`config.mk`:
```
export PLATFORM = sky130hd
export DESIGN_NAME = wb_spi_slave
export DESIGN_NICKNAME = d
export VERILOG_FILES = /design/src/rtl/wb_spi_slave.sv
export SDC_FILE = /design/constraint.sdc
export NUM_CORES = 1
export LEC_CHECK = 0
export ABC_AREA = 1
export CAP_MARGIN = 20
export CELL_PAD_IN_SITES_DETAIL_PLACEMENT = 0
export CELL_PAD_IN_SITES_GLOBAL_PLACEMENT = 1
export CORE_MARGIN = 1.5
export CORE_UTILIZATION = 25
export DETAILED_ROUTE_END_ITERATION = 10
export PLACE_DENSITY_LB_ADDON = 0.1
export RECOVER_POWER = 100
export SKIP_LAST_GASP = 1
export SYNTH_ARGS = -nofsm -noshare
export SYNTH_HDL_FRONTEND = slang
export SYNTH_SLANG_ARGS = --single-unit
```
`constraint.sdc`:
```
create_clock -name clk -period 1.5 [get_ports clk]
set_clock_uncertainty 0.15 [all_clocks]
set_input_delay 0.375 -clock clk [delete_from_list [all_inputs] [get_ports clk]]
set_output_delay 0.375 -clock clk [all_outputs]
set_load 0.05 [all_outputs]
```
`src/rtl/wb_spi_slave.sv`:
```
// ============================================================================
//  Module   : wb_spi_slave
//  Purpose  : Wishbone-attached SPI mode-0 target with one RX and one TX byte.
//  Revision : 1.0
// ============================================================================
`default_nettype none

module wb_spi_slave #(
  parameter logic [7:0]  FILL_BYTE   = 8'hFF,
  parameter int unsigned SYNC_STAGES = 2
) (
  input  logic        clk,
  input  logic        reset,
  input  logic [31:0] wb_adr_i,
  input  logic [31:0] wb_dat_i,
  output logic [31:0] wb_dat_o,
  input  logic        wb_stb_i,
  input  logic        wb_cyc_i,
  input  logic        wb_we_i,
  input  logic [3:0]  wb_sel_i,
  output logic        wb_ack_o,
  output logic        intr,
  input  logic        spi_cs_n,
  input  logic        spi_sck,
  input  logic        spi_mosi,
  output logic        spi_miso,
  output logic        spi_miso_oe
);

  localparam logic [1:0] c_ADR_RXDATA = 2'd0;
  localparam logic [1:0] c_ADR_TXDATA = 2'd1;
  localparam logic [1:0] c_ADR_STATUS = 2'd2;
  localparam logic [1:0] c_ADR_CTRL   = 2'd3;

  typedef enum logic [0:0] {
    ST_IDLE   = 1'b0,
    ST_ACTIVE = 1'b1
  } state_t;

  state_t state_q, state_d;

  logic [SYNC_STAGES-1:0] sck_sync_q, cs_sync_q, mosi_sync_q;
  logic                   sck_prev_q, cs_prev_q;

  logic [2:0]  bit_cnt_q, bit_cnt_d;
  logic [7:0]  rx_shift_q, rx_shift_d;
  logic [7:0]  tx_shift_q, tx_shift_d;
  logic [7:0]  rx_data_q, rx_data_d;
  logic [7:0]  tx_data_q, tx_data_d;
  logic        rx_full_q, rx_full_d;
  logic        tx_empty_q, tx_empty_d;
  logic        overrun_q, overrun_d;
  logic [1:0]  ctrl_q, ctrl_d;
  logic        miso_q, miso_d;
  logic        miso_oe_q, miso_oe_d;
  logic        ack_q, ack_d;
  logic [31:0] dat_q, dat_d;

  logic       w_sck_s, w_cs_s, w_mosi_s;
  logic       w_sck_rise, w_sck_fall, w_cs_fall, w_cs_rise;
  logic [1:0] w_adr;
  logic       w_ack_rd, w_ack_wr;
  logic [7:0] w_rx_byte;
  logic [7:0] w_status;
  logic       w_unused;

  assign w_unused = ^{wb_sel_i, wb_adr_i[31:4], wb_adr_i[1:0], wb_dat_i[31:8]};

  // The cs chain resets to "asserted" so a frame already in progress at
  // reset release never produces a cs_fall; only a fresh frame does.
  always_ff @(posedge clk) begin
    if (reset) begin
      sck_sync_q  <= '0;
      cs_sync_q   <= '0;
      mosi_sync_q <= '0;
      sck_prev_q  <= 1'b0;
      cs_prev_q   <= 1'b0;
    end else begin
      sck_sync_q  <= {sck_sync_q[SYNC_STAGES-2:0], spi_sck};
      cs_sync_q   <= {cs_sync_q[SYNC_STAGES-2:0], spi_cs_n};
      mosi_sync_q <= {mosi_sync_q[SYNC_STAGES-2:0], spi_mosi};
      sck_prev_q  <= sck_sync_q[SYNC_STAGES-1];
      cs_prev_q   <= cs_sync_q[SYNC_STAGES-1];
    end
  end

  assign w_sck_s    = sck_sync_q[SYNC_STAGES-1];
  assign w_cs_s     = cs_sync_q[SYNC_STAGES-1];
  assign w_mosi_s   = mosi_sync_q[SYNC_STAGES-1];
  assign w_sck_rise = w_sck_s & ~sck_prev_q;
  assign w_sck_fall = ~w_sck_s & sck_prev_q;
  assign w_cs_fall  = ~w_cs_s & cs_prev_q;
  assign w_cs_rise  = w_cs_s & ~cs_prev_q;

  assign w_adr     = wb_adr_i[3:2];
  assign w_ack_rd  = ack_q & wb_stb_i & wb_cyc_i & ~wb_we_i;
  assign w_ack_wr  = ack_q & wb_stb_i & wb_cyc_i & wb_we_i;
  assign w_rx_byte = {rx_shift_q[6:0], w_mosi_s};
  assign w_status  = {3'b000, (state_q == ST_ACTIVE), (bit_cnt_q != 3'd0),
                      overrun_q, tx_empty_q, rx_full_q};

  always_ff @(posedge clk) begin
    if (reset) begin
      state_q    <= ST_IDLE;
      bit_cnt_q  <= '0;
      rx_shift_q <= '0;
      tx_shift_q <= '0;
      rx_data_q  <= '0;
      tx_data_q  <= '0;
      rx_full_q  <= 1'b0;
      tx_empty_q <= 1'b1;
      overrun_q  <= 1'b0;
      ctrl_q     <= '0;
      miso_q     <= 1'b1;
      miso_oe_q  <= 1'b0;
      ack_q      <= 1'b0;
      dat_q      <= '0;
    end else begin
      state_q    <= state_d;
      bit_cnt_q  <= bit_cnt_d;
      rx_shift_q <= rx_shift_d;
      tx_shift_q <= tx_shift_d;
      rx_data_q  <= rx_data_d;
      tx_data_q  <= tx_data_d;
      rx_full_q  <= rx_full_d;
      tx_empty_q <= tx_empty_d;
      overrun_q  <= overrun_d;
      ctrl_q     <= ctrl_d;
      miso_q     <= miso_d;
      miso_oe_q  <= miso_oe_d;
      ack_q      <= ack_d;
      dat_q      <= dat_d;
    end
  end

  // CPU clears are applied first and the frame logic afterwards so that
  // byte completion and new overruns win; a TXDATA write is applied last so
  // a concurrent reload consumes the old queue state.
  always_comb begin
    state_d    = state_q;
    bit_cnt_d  = bit_cnt_q;
    rx_shift_d = rx_shift_q;
    tx_shift_d = tx_shift_q;
    rx_data_d  = rx_data_q;
    tx_data_d  = tx_data_q;
    rx_full_d  = rx_full_q;
    tx_empty_d = tx_empty_q;
    overrun_d  = overrun_q;
    ctrl_d     = ctrl_q;
    miso_d     = miso_q;
    miso_oe_d  = miso_oe_q;
    ack_d      = wb_stb_i & wb_cyc_i & ~ack_q;
    dat_d      = '0;

    if (ack_d && !wb_we_i) begin
      case (w_adr)
        c_ADR_RXDATA: dat_d = {24'd0, rx_data_q};
        c_ADR_STATUS: dat_d = {24'd0, w_status};
        c_ADR_CTRL:   dat_d = {30'd0, ctrl_q};
        default:      dat_d = '0;
      endcase
    end

    if (w_ack_rd && w_adr == c_ADR_RXDATA) rx_full_d = 1'b0;
    if (w_ack_wr && w_adr == c_ADR_STATUS && wb_dat_i[2]) overrun_d = 1'b0;
    if (w_ack_wr && w_adr == c_ADR_CTRL) ctrl_d = wb_dat_i[1:0];

    case (state_q)
      ST_IDLE: begin
        if (w_cs_fall) begin
          state_d   = ST_ACTIVE;
          bit_cnt_d = '0;
          miso_oe_d = 1'b1;
          if (!tx_empty_q) begin
            tx_shift_d = tx_data_q;
            tx_empty_d = 1'b1;
          end else begin
            tx_shift_d = FILL_BYTE;
          end
          miso_d = tx_shift_d[7];
        end
      end
      ST_ACTIVE: begin
        if (w_cs_rise) begin
          state_d   = ST_IDLE;
          bit_cnt_d = '0;
          miso_oe_d = 1'b0;
          miso_d    = 1'b1;
        end else if (w_sck_rise) begin
          rx_shift_d = w_rx_byte;
          if (bit_cnt_q == 3'd7) begin
            bit_cnt_d = '0;
            if (!rx_full_q) begin
              rx_data_d = w_rx_byte;
              rx_full_d = 1'b1;
            end else begin
              overrun_d = 1'b1;
            end
          end else begin
            bit_cnt_d = bit_cnt_q + 3'd1;
          end
        end else if (w_sck_fall) begin
          if (bit_cnt_q != 3'd0) begin
            tx_shift_d = {tx_shift_q[6:0], 1'b0};
          end else if (!tx_empty_q) begin
            tx_shift_d = tx_data_q;
            tx_empty_d = 1'b1;
          end else begin
            tx_shift_d = FILL_BYTE;
          end
          miso_d = tx_shift_d[7];
        end
      end
      default: state_d = ST_IDLE;
    endcase

    if (w_ack_wr && w_adr == c_ADR_TXDATA) begin
      tx_data_d  = wb_dat_i[7:0];
      tx_empty_d = 1'b0;
    end
  end

  assign wb_ack_o    = ack_q;
  assign wb_dat_o    = dat_q;
  assign spi_miso    = miso_q;
  assign spi_miso_oe = miso_oe_q;
  assign intr        = (ctrl_q[0] & rx_full_q) | (ctrl_q[1] & tx_empty_q) | overrun_q;

endmodule

`default_nettype wire

```
Word level (Yosys, flattened, before mapping)
Index checks and enable logic that the tools add are counted.
- output and inout port bits: 36
- input bits: 76
- flip-flop bits (word level): 82
- equality and inequality tests: 17
- reductions and logical operators: 17
- muxes and demuxes: 42
- add/subtract/negate cells: 1
- bitwise logic cells: 24
- operator list (kind ; count):
    7-bit two-way mux ; 4
    1-bit two-way mux ; 25
    8-bit case mux with 3 select lines ; 1
    8-bit two-way mux ; 2
    7-bit case mux with 2 select lines ; 1
    1-bit AND ; 12
    3-bit two-way mux ; 4
    3-bit by 2-bit inequality test with 1-bit output, second input constant ; 4
    1-bit inverter ; 10
    5-bit AND reduction ; 2
    3-bit by 1-bit inequality test with 1-bit output, second input constant ; 3
    1-bit case mux with 2 select lines ; 4
    1-bit logical AND ; 6
    2-bit inequality test, second input constant ; 3
    3-bit case mux with 2 select lines ; 1
    3-bit AND reduction ; 2
    2-bit equality test, second input constant ; 2
    2-bit by 1-bit inequality test with 1-bit output, second input constant ; 2
    2-bit AND reduction ; 2
    4-bit AND reduction ; 1
    3-bit by 1-bit adder with 3-bit output, second input constant ; 1
    3-bit equality test, second input constant ; 1
    3-bit inequality test, second input constant ; 1
    3-bit nonzero test ; 1
    5 further kinds ; 6

Longest topological paths before layout
Gate-level depths: netlist of the first run.
- word-level depth: 11
- depth in mapped cells: 9
- mapped depth without buffers: 8

Worst setup path before layout of the first run
No wires, ideal clock.
- path type: register to register
- start point: reg ack_q (netlist: wb_ack_o)
- end point: reg tx_data_q[0]
- arrival: 1.310 ns
- path buffers: 0
- period minus slack after synthesis: 1.576 ns
- slack: -0.076 ns
- required time: 1.234 ns
- library setup time: 0.116 ns
- cell stages (with the launch flop): 6
- cell sequence: dfxtp_1 > nand3_1 > nor2_1 > nand2_1 > o21ai_0 > nor2_1
- longest elaborated chain between the ends: 4
- RTL lines (element ; line ; source):
    start: declaration ; 56 ; logic ack_q, ack_d;
    start signal: assignment ; 131 ; ack_q <= ack_d;
    1-bit AND (3 in series) ; 97 ; assign w_ack_wr = ack_q & wb_stb_i & wb_cyc_i & wb_we_i;
    1-bit logical AND ; 217 ; if (w_ack_wr && w_adr == c_ADR_TXDATA) begin
    end signal: assignment ; 124 ; tx_data_q <= tx_data_d;
    end: declaration ; 49 ; logic [7:0] tx_data_q, tx_data_d;
No other way between the ends.
A chain may end at the register's enable or synchronous reset.

Final worst setup path of the first run
- start point: reg rx_full_q
- end point: out intr
- longest elaborated chain between the ends: 3
- RTL lines (element ; line ; source):
    start: declaration ; 50 ; logic rx_full_q, rx_full_d;
    start signal: assignment ; 125 ; rx_full_q <= rx_full_d;
    1-bit AND ; 227 ; assign intr = (ctrl_q[0] & rx_full_q) | (ctrl_q[1] & tx_empty_q) | overrun_q;
    1-bit bitwise OR (2 in series) ; 227 ;
    end: declaration ; 22 ; output logic intr,
No other way between the ends.

==> summary.md, run 1 <==
| Metric | Value |
|---|---|
| Status | complete, but fails checks |
| Failing checks | setup timing |
| # clock sinks | 58 |
| Tot GR Track Use | 11.79% |
| Placed inst area | 3244 sq um |
| Maximum root-to-sink buffer count | 2 |
| Clock transition at path regs | 0.07 ns |
| TritonCTS Buffers | 9 |
| Synth Instances | 361 |
| ANT nets after route | 0 |
| Pwr per Cell Area | 1004 nW/um^2 |
| WL/cell | 10.75 um |
| Die outline area | 11020 sq um |
| Placed cells | 545 |
| Fmax | 577.4 MHz |
| Max-cap check violation count | 0 |
| Dominant cells by area after synthesis | dfxtp_1 45%, nor2_1 11%, nand2_1 11% |
| Commonest non-fill, non-tap cell in the layout | nor2_1 |
| GR Overflow Total | 0 |
| Final worst slack | -0.2319 ns |
| CTS tree | done |
| Area delta synth->final | 32.88% |
| Met2 Use GR | 17.93% |
| Pleak | 1.599 nW |
| Post-synthesis sequential area ratio | 44.68% |
| Fillcell total | 1134 |
| Nets | 503 |
| Mapped Area | 2599 sq um |
| Post-synth EDFFs | 0 |
| Fin crit share | 115.5% |
| Final Cell Area | 3453 sq um |
| Starting density of the core | 25.52% |
| RSZ-0062 raised after global routing | yes |
| Final Hold Vio Count | 0 |
| IO Pins | 112 |
| TritonRoute pass-1 iters | 4 |
| Dpl hpwl | 4.401 mm |
| Area leader, netlist | dfxtp_1 |
| Distinct cells, synth | 28 |
| H-tree levels | 3 |
| Met1 Use GR | 15.55% |
| CP startpoint kind | flip-flop |
| Critical path class | flip-flop to output port |
| Fin util | 33.91% |
| Buffers on Ports | 29 |
| Diodes inserted | 0 |
| Core Region | 10180 sq um |
| Global placement routability congestion | 0.7234 |
| Worst EP required | 0.97 ns |
| Critical Path End Type | output port |
| Grt peak-use layer | met2 |
| Setup Viol. Count Final | 10 |
| Post-synth top area share | 44.68% |
| Hold WC Path Type | flip-flop to flip-flop |
| DR vias | 2252 |
| Worst VDD drop | 0.3529 mV |
| Layout Cells excl Fill | 565 |
| First-pass GRT wire length | 10.16 mm |
| Yosys warning total | 0 |
| Hold_buf cts | 0 |
| DRC viols | 0 |
| Pin count of the biggest net entering global routing | 22 |
| Vias in the first global route | 2170 |
| Share of layout cells above drive strength 1 | 25.64% |
| Final Max Tran Viols | 0 |
| Arr. time, crit path | 1.21 ns |
| Vias per cell | 3.986 |
| Synth Flop Type | dfxtp_1 |
| Most frequent cells in the layout | 71 x nor2_1, 67 x nand2_1, 55 x dfxtp_1, 29 x inv_1, 28 x buf_4 |
| Critical Path Fanout Max | 2 |
| Die Span X | 105.0 um |
| CTS root buffer | clkbuf_8 |
| Synth Register Bits | 58 |
| Die H | 105.0 um |
| Ys async rst share | 0% |
| Post-layout min period | 1.732 ns |
| Initial antenna violation count | 0 |
| Latest clock arrival within the worst-skew pair | 0.33 ns |
| Syn Area/Cell | 7.199 sq um |
| Site Rows | 37 |
| Routed WL | 6.071 mm |
| Drt first-iter violations | 43 |
| M3 GR Usage | 3.182% |
## final cells by class
cell class              count  area [sq um]  area share (%)
inverters                  39         151.4           4.384
clock inverters             5         52.55           1.522
well taps                 136         170.2           4.928
multi-input cells         253          1225           35.47
repair buffers             63         538.0           15.58
flip-flops and latches     58          1165           33.73
clock buffers              11         151.4           4.384
## worst paths after layout
path | cells after the start | to | slack [ns] | startpoint
worst min register to register | 2 | sck_sync_q[1] | 0.25 | sck_sync_q[0]
worst max register to register | 8 | rx_data_q[4] | 0.02 | bit_cnt_q[0]
worst min-delay path | 2 | sck_sync_q[1] | 0.25 | sck_sync_q[0]
worst max-delay path | 2 | intr | -0.23 | rx_full_q
## sequential cells by signal, summed over array words and instances, names as in the netlist, 2 cells and up
signal	count
bit_cnt_q	3
cs_sync_q	2
ctrl_q	2
mosi_sync_q	2
rx_data_q	8
rx_shift_q	7
sck_sync_q	2
tx_data_q	8
tx_shift_q	7
wb_dat_o	8
## cell usage after synthesis (3+ instances only)
cell type / n
nor2_1: 76
buf_4: 25
dfxtp_1: 58
inv_2: 4
or2_2: 6
a21oi_1: 15
o21ai_0: 20
buf_6: 3
nor2_2: 3
o21bai_1: 4
clkbuf_1: 3
ha_1: 3
nand2_1: 74
buf_2: 3
nand3_1: 14
nand3_2: 3
inv_1: 34
## where the power goes
part / switching, W / internal, W / total (W) / leakage [nW]
Clock: 0.000627 / 0.000849 / 0.00148 / 0.105
Combinational: 0.000271 / 0.000138 / 0.000410 / 1.02
Sequential: 0.0000147 / 0.00157 / 0.00158 / 0.471
Total: 0.000913 / 0.00255 / 0.00347 / 1.60
## worst max-delay path, stage by stage (launching register included)
cell	delay, ns
dfxtp_1	0.32
a221o_1	0.39
buf_12	0.16
## per-layer routing
layer | up-vias | share of wire (%) | wire [um]
met1 | 1012 | 52 | 3132
met3 | 6 | 3.6 | 221
met4 | 0 | 1.3 | 81
met2 | 41 | 43 | 2637
li1 | 1193 | - | -
met5 | - | 0 | 0
## through the flow
stage               setup TNS (ns)  total power (W)  worst slack, ns  hold WS (ns)
floorplan                        0         0.001918          0.02783        0.2383
global placement            -9.638         0.002010          -0.4081        0.2397
detailed placement          -10.95         0.002011          -0.5009        0.2420
CTS                        -0.2548         0.003534          -0.2548        0.2509
global route                -1.906         0.003655          -0.2666        0.2644
finish                     -0.5225         0.003467          -0.2319        0.2496
## kinds of logic after synthesis
| logic type | count (synthesis) | share of synthesized area, % |
|---|---|---|
| buffers and inverters | 73 | 15.26 |
| flip-flops | 58 | 44.68 |
| AND/OR/NAND/NOR | 184 | 29.80 |
| AO/OA/AOI/OAI | 42 | 8.666 |
| other | 1 | 0.1443 |
| adder cells (fa/ha/maj) | 3 | 1.445 |
## timing repair
action,in CTS,in global routing
pin swaps,5,11
resized for setup,16,35
setup buffers,2,1
setup endpoints to repair,19,28
gates cloned,0,1
(Power assumes the default switching activity.)
==> run 2, diff against run 1 <==
--- a/config.mk
+++ b/config.mk
@@ -6,12 +6,12 @@
 export NUM_CORES = 1
 export LEC_CHECK = 0
 export ABC_AREA = 1
-export CAP_MARGIN = 20
 export CELL_PAD_IN_SITES_DETAIL_PLACEMENT = 0
 export CELL_PAD_IN_SITES_GLOBAL_PLACEMENT = 1
 export CORE_MARGIN = 1.5
 export CORE_UTILIZATION = 25
 export DETAILED_ROUTE_END_ITERATION = 10
+export GPL_TIMING_DRIVEN = 0
 export PLACE_DENSITY_LB_ADDON = 0.1
 export RECOVER_POWER = 100
 export SKIP_LAST_GASP = 1
==> summary.md, run 2 (synthesis results as in run 1) <==
| Metric | Value |
|---|---|
| First-pass GRT wire length | 10.55 mm (was 10.16 mm) |
| Pleak | 1.655 nW (was 1.599 nW) |
| CTS root buffer | clkbuf_8 (unchanged) |
| Pin count of the biggest net entering global routing | 11 (was 22) |
| Most frequent cells in the layout | 71 x nor2_1, 69 x nand2_1, 54 x dfxtp_1, 33 x buf_4, 30 x inv_1 (was 71 x nor2_1, 67 x nand2_1, 55 x dfxtp_1, 29 x inv_1, 28 x buf_4) |
| Clock transition at path regs | 0.06 ns (was 0.07 ns) |
| TritonRoute pass-1 iters | 4 (unchanged) |
| Site Rows | 37 (unchanged) |
| CP startpoint kind | flip-flop (unchanged) |
| Vias per cell | 3.965 (was 3.986) |
| IO Pins | 112 (unchanged) |
| Buffers on Ports | 29 (unchanged) |
| Hold Startpoint | wb_stb_i (was sck_sync_q[0]) |
| Drt first-iter violations | 83 (was 43) |
| ANT nets after route | 0 (unchanged) |
| Vias in the first global route | 2128 (was 2170) |
| DR vias | 2268 (was 2252) |
| Hold_buf cts | 0 (unchanged) |
| Routed WL | 6.455 mm (was 6.071 mm) |
| Failing checks | setup timing (unchanged) |
| Commonest non-fill, non-tap cell in the layout | nor2_1 (unchanged) |
| Arr. time, crit path | 1.20 ns (was 1.21 ns) |
| CTS tree | done (unchanged) |
| Placement Setup Slack | -0.5440 ns (was -0.5009 ns) |
| Slew HR | 58.95% |
| Diodes inserted | 0 (unchanged) |
| Fmax | 579.6 MHz (was 577.4 MHz) |
| RSZ-0062 raised after global routing | yes (unchanged) |
| Initial antenna violation count | 0 (unchanged) |
| Critical Path End Type | output port (unchanged) |
| Die H | 105.0 um (unchanged) |
| Die Span X | 105.0 um (unchanged) |
| Final worst slack | -0.2255 ns (was -0.2319 ns) |
| Post-layout min period | 1.725 ns (was 1.732 ns) |
| Share of layout cells above drive strength 1 | 25.23% (was 25.64%) |
| Final Max Tran Viols | 0 (unchanged) |
| Max-cap check violation count | 0 (unchanged) |
| DRC viols | 0 (unchanged) |
| H-tree levels | 3 (unchanged) |
| Setup Viol. Count Final | 24 (was 10) |
| Area delta synth->final | 34.62% (was 32.88%) |
| Setup crit start | rx_full_q (unchanged) |
| Final Hold Vio Count | 0 (unchanged) |
| GR Overflow Total | 0 (unchanged) |
| Worst Reg-to-Reg Cells | 7 (was 8) |
| Slew @ Worst Pin | 0.6157 ns |
| FF-to-FF Start | state_q (was bit_cnt_q[0]) |
| Global placement routability congestion | 0.7287 (was 0.7234) |
| Critical Path Fanout Max | 5 (was 2) |
| Hold WC Path Type | input pin to flip-flop (was flip-flop to flip-flop) |
| Fin util | 34.35% (was 33.91%) |
| Core Region | 10180 sq um (unchanged) |
| Starting density of the core | 25.52% (unchanged) |
| # clock sinks | 58 (unchanged) |
| Worst EP required | 0.97 ns (about the same) |
| WL/cell | 11.28 um (was 10.75 um) |
| Tot GR Track Use | 12.58% (was 11.79%) |
| Pwr per Cell Area | 1036 nW/um^2 (was 1004 nW/um^2) |
| Worst Hold Depth | 3 (was 2) |
| Dpl hpwl | 4.459 mm (was 4.401 mm) |
| TritonCTS Buffers | 9 (unchanged) |
| Critical path class | flip-flop to output port (unchanged) |
| Total negative slack | -0.9845 ns (was -0.5225 ns) |
| Latest clock arrival within the worst-skew pair | 0.34 ns (was 0.33 ns) |
| Status | complete, but fails checks (unchanged) |
| Worst VDD drop | 0.3893 mV (was 0.3529 mV) |
| Fin crit share | 115.0% (was 115.5%) |
| Die outline area | 11020 sq um (unchanged) |
| Nets | 511 (was 503) |
| Maximum root-to-sink buffer count | 2 (unchanged) |
[run 2: changes by cell type in the layout (fill, tap and decap cells not counted), sizes merged]
cell	delta
clkbuf	+9
buf	+2
dlygate4sd3	-1
clkinvlp	-1
clkdlybuf4s50	-2
clkinv	-3
nand2	+1
dlymetal6s2s	+2
[run 2: worst max-delay path: stages, from the launching register on]
cell and delay (ns):
dfxtp_2 0.36, a221o_1 0.34, buf_6 0.16
[run 2: worst paths after layout]
path,slack (ns),to
min reg2reg,0.25,cs_sync_q[1]
max,-0.23,intr
min,0.20,wb_ack_o
max reg2reg,-0.12,rx_data_q[3]
[run 2: area by class of cell]
type                    instances  area (sq um)
fillers                      1142          6686
well taps                     136         170.2
flip-flops and latches         58          1169
plain buffers                  33         249.0
clock inverters                 1         30.03
multi-input cells             254          1225
inverters                      39         153.9
clock buffers                  14         192.7
repair buffers                 37         309.0
[run 2: routing by layer]
layer / up-vias / routed length, um / track usage (%)
li1: 1208 / - / -
met1: 999 / 3215 / 16.68
met2: 49 / 2776 / 18.81
met3: 12 / 317 / 3.182
met4: 0 / 146 / 6.458
met5: - / 0 / 0
[run 2: metrics by stage]
stage	instances	instance area, sq um	hold WS [ns]	power [W]
after floorplan	384	2686	0.2383	0.001918
after global placement	549	3147	0.2428	0.002018
after detailed placement	549	3147	0.2431	0.002018
after CTS	571	3431	0.2530	0.003661
after global routing	572	3498	0.2284	0.003796
final	572	3498	0.1999	0.003626
[run 2: report_power, final]
part | total, W | switching (W) | internal, W
clock | 0.00161 | 0.000621 | 0.000986
sequential | 0.00158 | 0.0000176 | 0.00157
combinational | 0.000436 | 0.000285 | 0.000152
[run 2: repair_timing]
item                                    CTS  global route
cloned                                    1             1
pin swaps                                 3             8
endpoints found under the setup margin   54            40
setup buffers                             7             0
resized for setup                        85            37
==> run 3, diff against run 2 <==
--- a/config.mk
+++ b/config.mk
@@ -18,3 +18,4 @@
 export SYNTH_ARGS = -nofsm -noshare
 export SYNTH_HDL_FRONTEND = slang
 export SYNTH_SLANG_ARGS = --single-unit
+export TNS_END_PERCENT = 30
==> summary.md, run 3 (synthesis results as in run 1) <==
| Metric | Value |
|---|---|
| Status | complete, but fails checks (unchanged) |
| Failing checks | setup timing (unchanged) |
| Die H | 105.0 um (unchanged) |
| GR Overflow Total | 0 (unchanged) |
| Pwr per Cell Area | 1033 nW/um^2 (was 1036 nW/um^2) |
| Hold slack final | 0.1985 ns (was 0.1999 ns) |
| Area delta synth->final | 34.14% (was 34.62%) |
| Starting density of the core | 25.52% (unchanged) |
| Total negative slack | -0.2206 ns (was -0.9845 ns) |
| Initial antenna violation count | 0 (unchanged) |
| Dpl hpwl | 4.459 mm (unchanged) |
| Worst Reg-to-Reg Cells | 5 (was 7) |
| M3 GR Usage | 3.182% (unchanged) |
| WL/cell | 11.09 um (was 11.28 um) |
| Site Rows | 37 (unchanged) |
| Slew HR | 59.13% (was 58.95%) |
| Layout Cells excl Fill | 571 (was 572) |
| Fmax | 584.2 MHz (was 579.6 MHz) |
| Final worst slack | -0.2118 ns (was -0.2255 ns) |
| Slew @ Worst Pin | 0.6130 ns (was 0.6157 ns) |
| Latest clock arrival within the worst-skew pair | 0.34 ns (about the same) |
| TritonCTS Buffers | 9 (unchanged) |
| Critical Path Fanout Max | 3 (was 5) |
| DR vias | 2245 (was 2268) |
| CP startpoint kind | flip-flop (unchanged) |
| Total power | 0.003602 W (was 0.003626 W) |
| ANT nets after route | 0 (unchanged) |
| DRC viols | 0 (unchanged) |
| Global placement routability congestion | 0.7287 (unchanged) |
| Share of layout cells above drive strength 1 | 24.14% (was 25.23%) |
| Hold_buf cts | 0 (unchanged) |
| Worst EP required | 0.97 ns (about the same) |
| RSZ-0062 raised after global routing | yes (unchanged) |
| Final Max Tran Viols | 0 (unchanged) |
| Most frequent cells in the layout | 71 x nand2_1, 71 x nor2_1, 52 x dfxtp_1, 33 x inv_1, 31 x buf_4 (was 71 x nor2_1, 69 x nand2_1, 54 x dfxtp_1, 33 x buf_4, 30 x inv_1) |
| Tot GR Track Use | 12.30% (was 12.58%) |
| Critical Path End Type | output port (unchanged) |
| Worst Hold Depth | 3 (unchanged) |
| Drt first-iter violations | 51 (was 83) |
| Buffers on Ports | 29 (unchanged) |
| Maximum root-to-sink buffer count | 2 (unchanged) |
| Placed cells | 549 (unchanged) |
| Met2 Use GR | 18.11% (was 18.81%) |
| CTS root buffer | clkbuf_8 (unchanged) |
| Die outline area | 11020 sq um (unchanged) |
| Final Hold Vio Count | 0 (unchanged) |
| Routed WL | 6.331 mm (was 6.455 mm) |
| Vias in the first global route | 2085 (was 2128) |
| Met1 Use GR | 16.44% (was 16.68%) |
| Post-layout min period | 1.712 ns (was 1.725 ns) |
| Critical path class | flip-flop to output port (unchanged) |
| Placement Setup Slack | -0.5440 ns (unchanged) |
| # clock sinks | 58 (unchanged) |
| Die Span X | 105.0 um (unchanged) |
| Nets | 510 (was 511) |
| Setup Viol. Count Final | 4 (was 24) |
| Clock transition at path regs | 0.07 ns (was 0.06 ns) |
| Pleak | 1.649 nW (was 1.655 nW) |
| Worst VDD drop | 0.3938 mV (was 0.3893 mV) |
| Vias per cell | 3.932 (was 3.965) |
| Crit-path cells | a221o_1 > buf_6 (unchanged) |
| H-tree levels | 3 (unchanged) |
| Diodes inserted | 0 (unchanged) |
| Slowest stage delay, CP | 0.36 ns (about the same) |
| Grt peak-use layer | met2 (unchanged) |
| CTS tree | done (unchanged) |
| Max-cap check violation count | 0 (unchanged) |
| Pin count of the biggest net entering global routing | 11 (unchanged) |
| Fin crit share | 114.1% (was 115.0%) |
| Arr. time, crit path | 1.19 ns (was 1.20 ns) |
| Hold WC Path Type | input pin to flip-flop (unchanged) |
| Core Region | 10180 sq um (unchanged) |
| TritonRoute pass-1 iters | 4 (unchanged) |
| CP max stage cell | a221o_1 (was dfxtp_2) |
| IO Pins | 112 (unchanged) |
| First-pass GRT wire length | 10.32 mm (was 10.55 mm) |
==> run 3: path summary, 6_finish.rpt <==
kind	start	slack [ns]	end
worst max-delay path	ctrl_q[0]	-0.21	intr
worst min-delay path	wb_stb_i	0.20	wb_ack_o
worst max register to register	cs_prev_q	0.03	bit_cnt_q[2]
worst min register to register	mosi_sync_q[0]	0.25	mosi_sync_q[1]
==> run 3: timing repair <==
action / CTS / global route
setup endpoints to repair: 54 / 55
resized for setup: 71 / 44
pin swaps: 2 / 6
setup buffers: 3 / 3
gates cloned: 0 / 2
==> run 3: cell type report <==
| cell class | instances | area, sq um |
|---|---|---|
| clock inverters | 1 | 30.03 |
| clock buffers | 14 | 192.7 |
| inverters | 39 | 153.9 |
| flip-flops and latches | 58 | 1174 |
| repair buffers | 36 | 302.8 |
| multi-input cells | 254 | 1206 |
| plain buffers | 33 | 256.5 |
| well taps | 136 | 170.2 |
| fillers | 1137 | 6699 |
==> run 3: worst max-delay path: cells and delay by family, from the launching register on <==
kind                   cells  cell delay (ns)
flip-flops                 1             0.33
AO/OA/AOI/OAI              1             0.36
buffers and inverters      1             0.16
==> run 3: metrics by stage <==
| stage | util [%] | area (sq um) |
|---|---|---|
| floorplan | - | 2686 |
| global placement | 30.90 | 3147 |
| detailed placement | 30.90 | 3147 |
| CTS | 32.92 | 3353 |
| global route | 34.23 | 3486 |
| finish | 34.23 | 3486 |
==> run 3: power breakdown <==
part | leakage (nW) | total [W] | internal, W | switching [W]
logic | 1.06 | 0.000423 | 0.000147 | 0.000276
registers | 0.472 | 0.00158 | 0.00156 | 0.0000172
clock network | 0.115 | 0.00160 | 0.000986 | 0.000612
total | 1.65 | 0.00360 | 0.00270 | 0.000906
==> run 3: per-layer routing <==
layer  up-vias  wire, um
met4         0       140
met1       991      3214
li1       1202         -
met5         -         0
met3        11       271
met2        41      2705
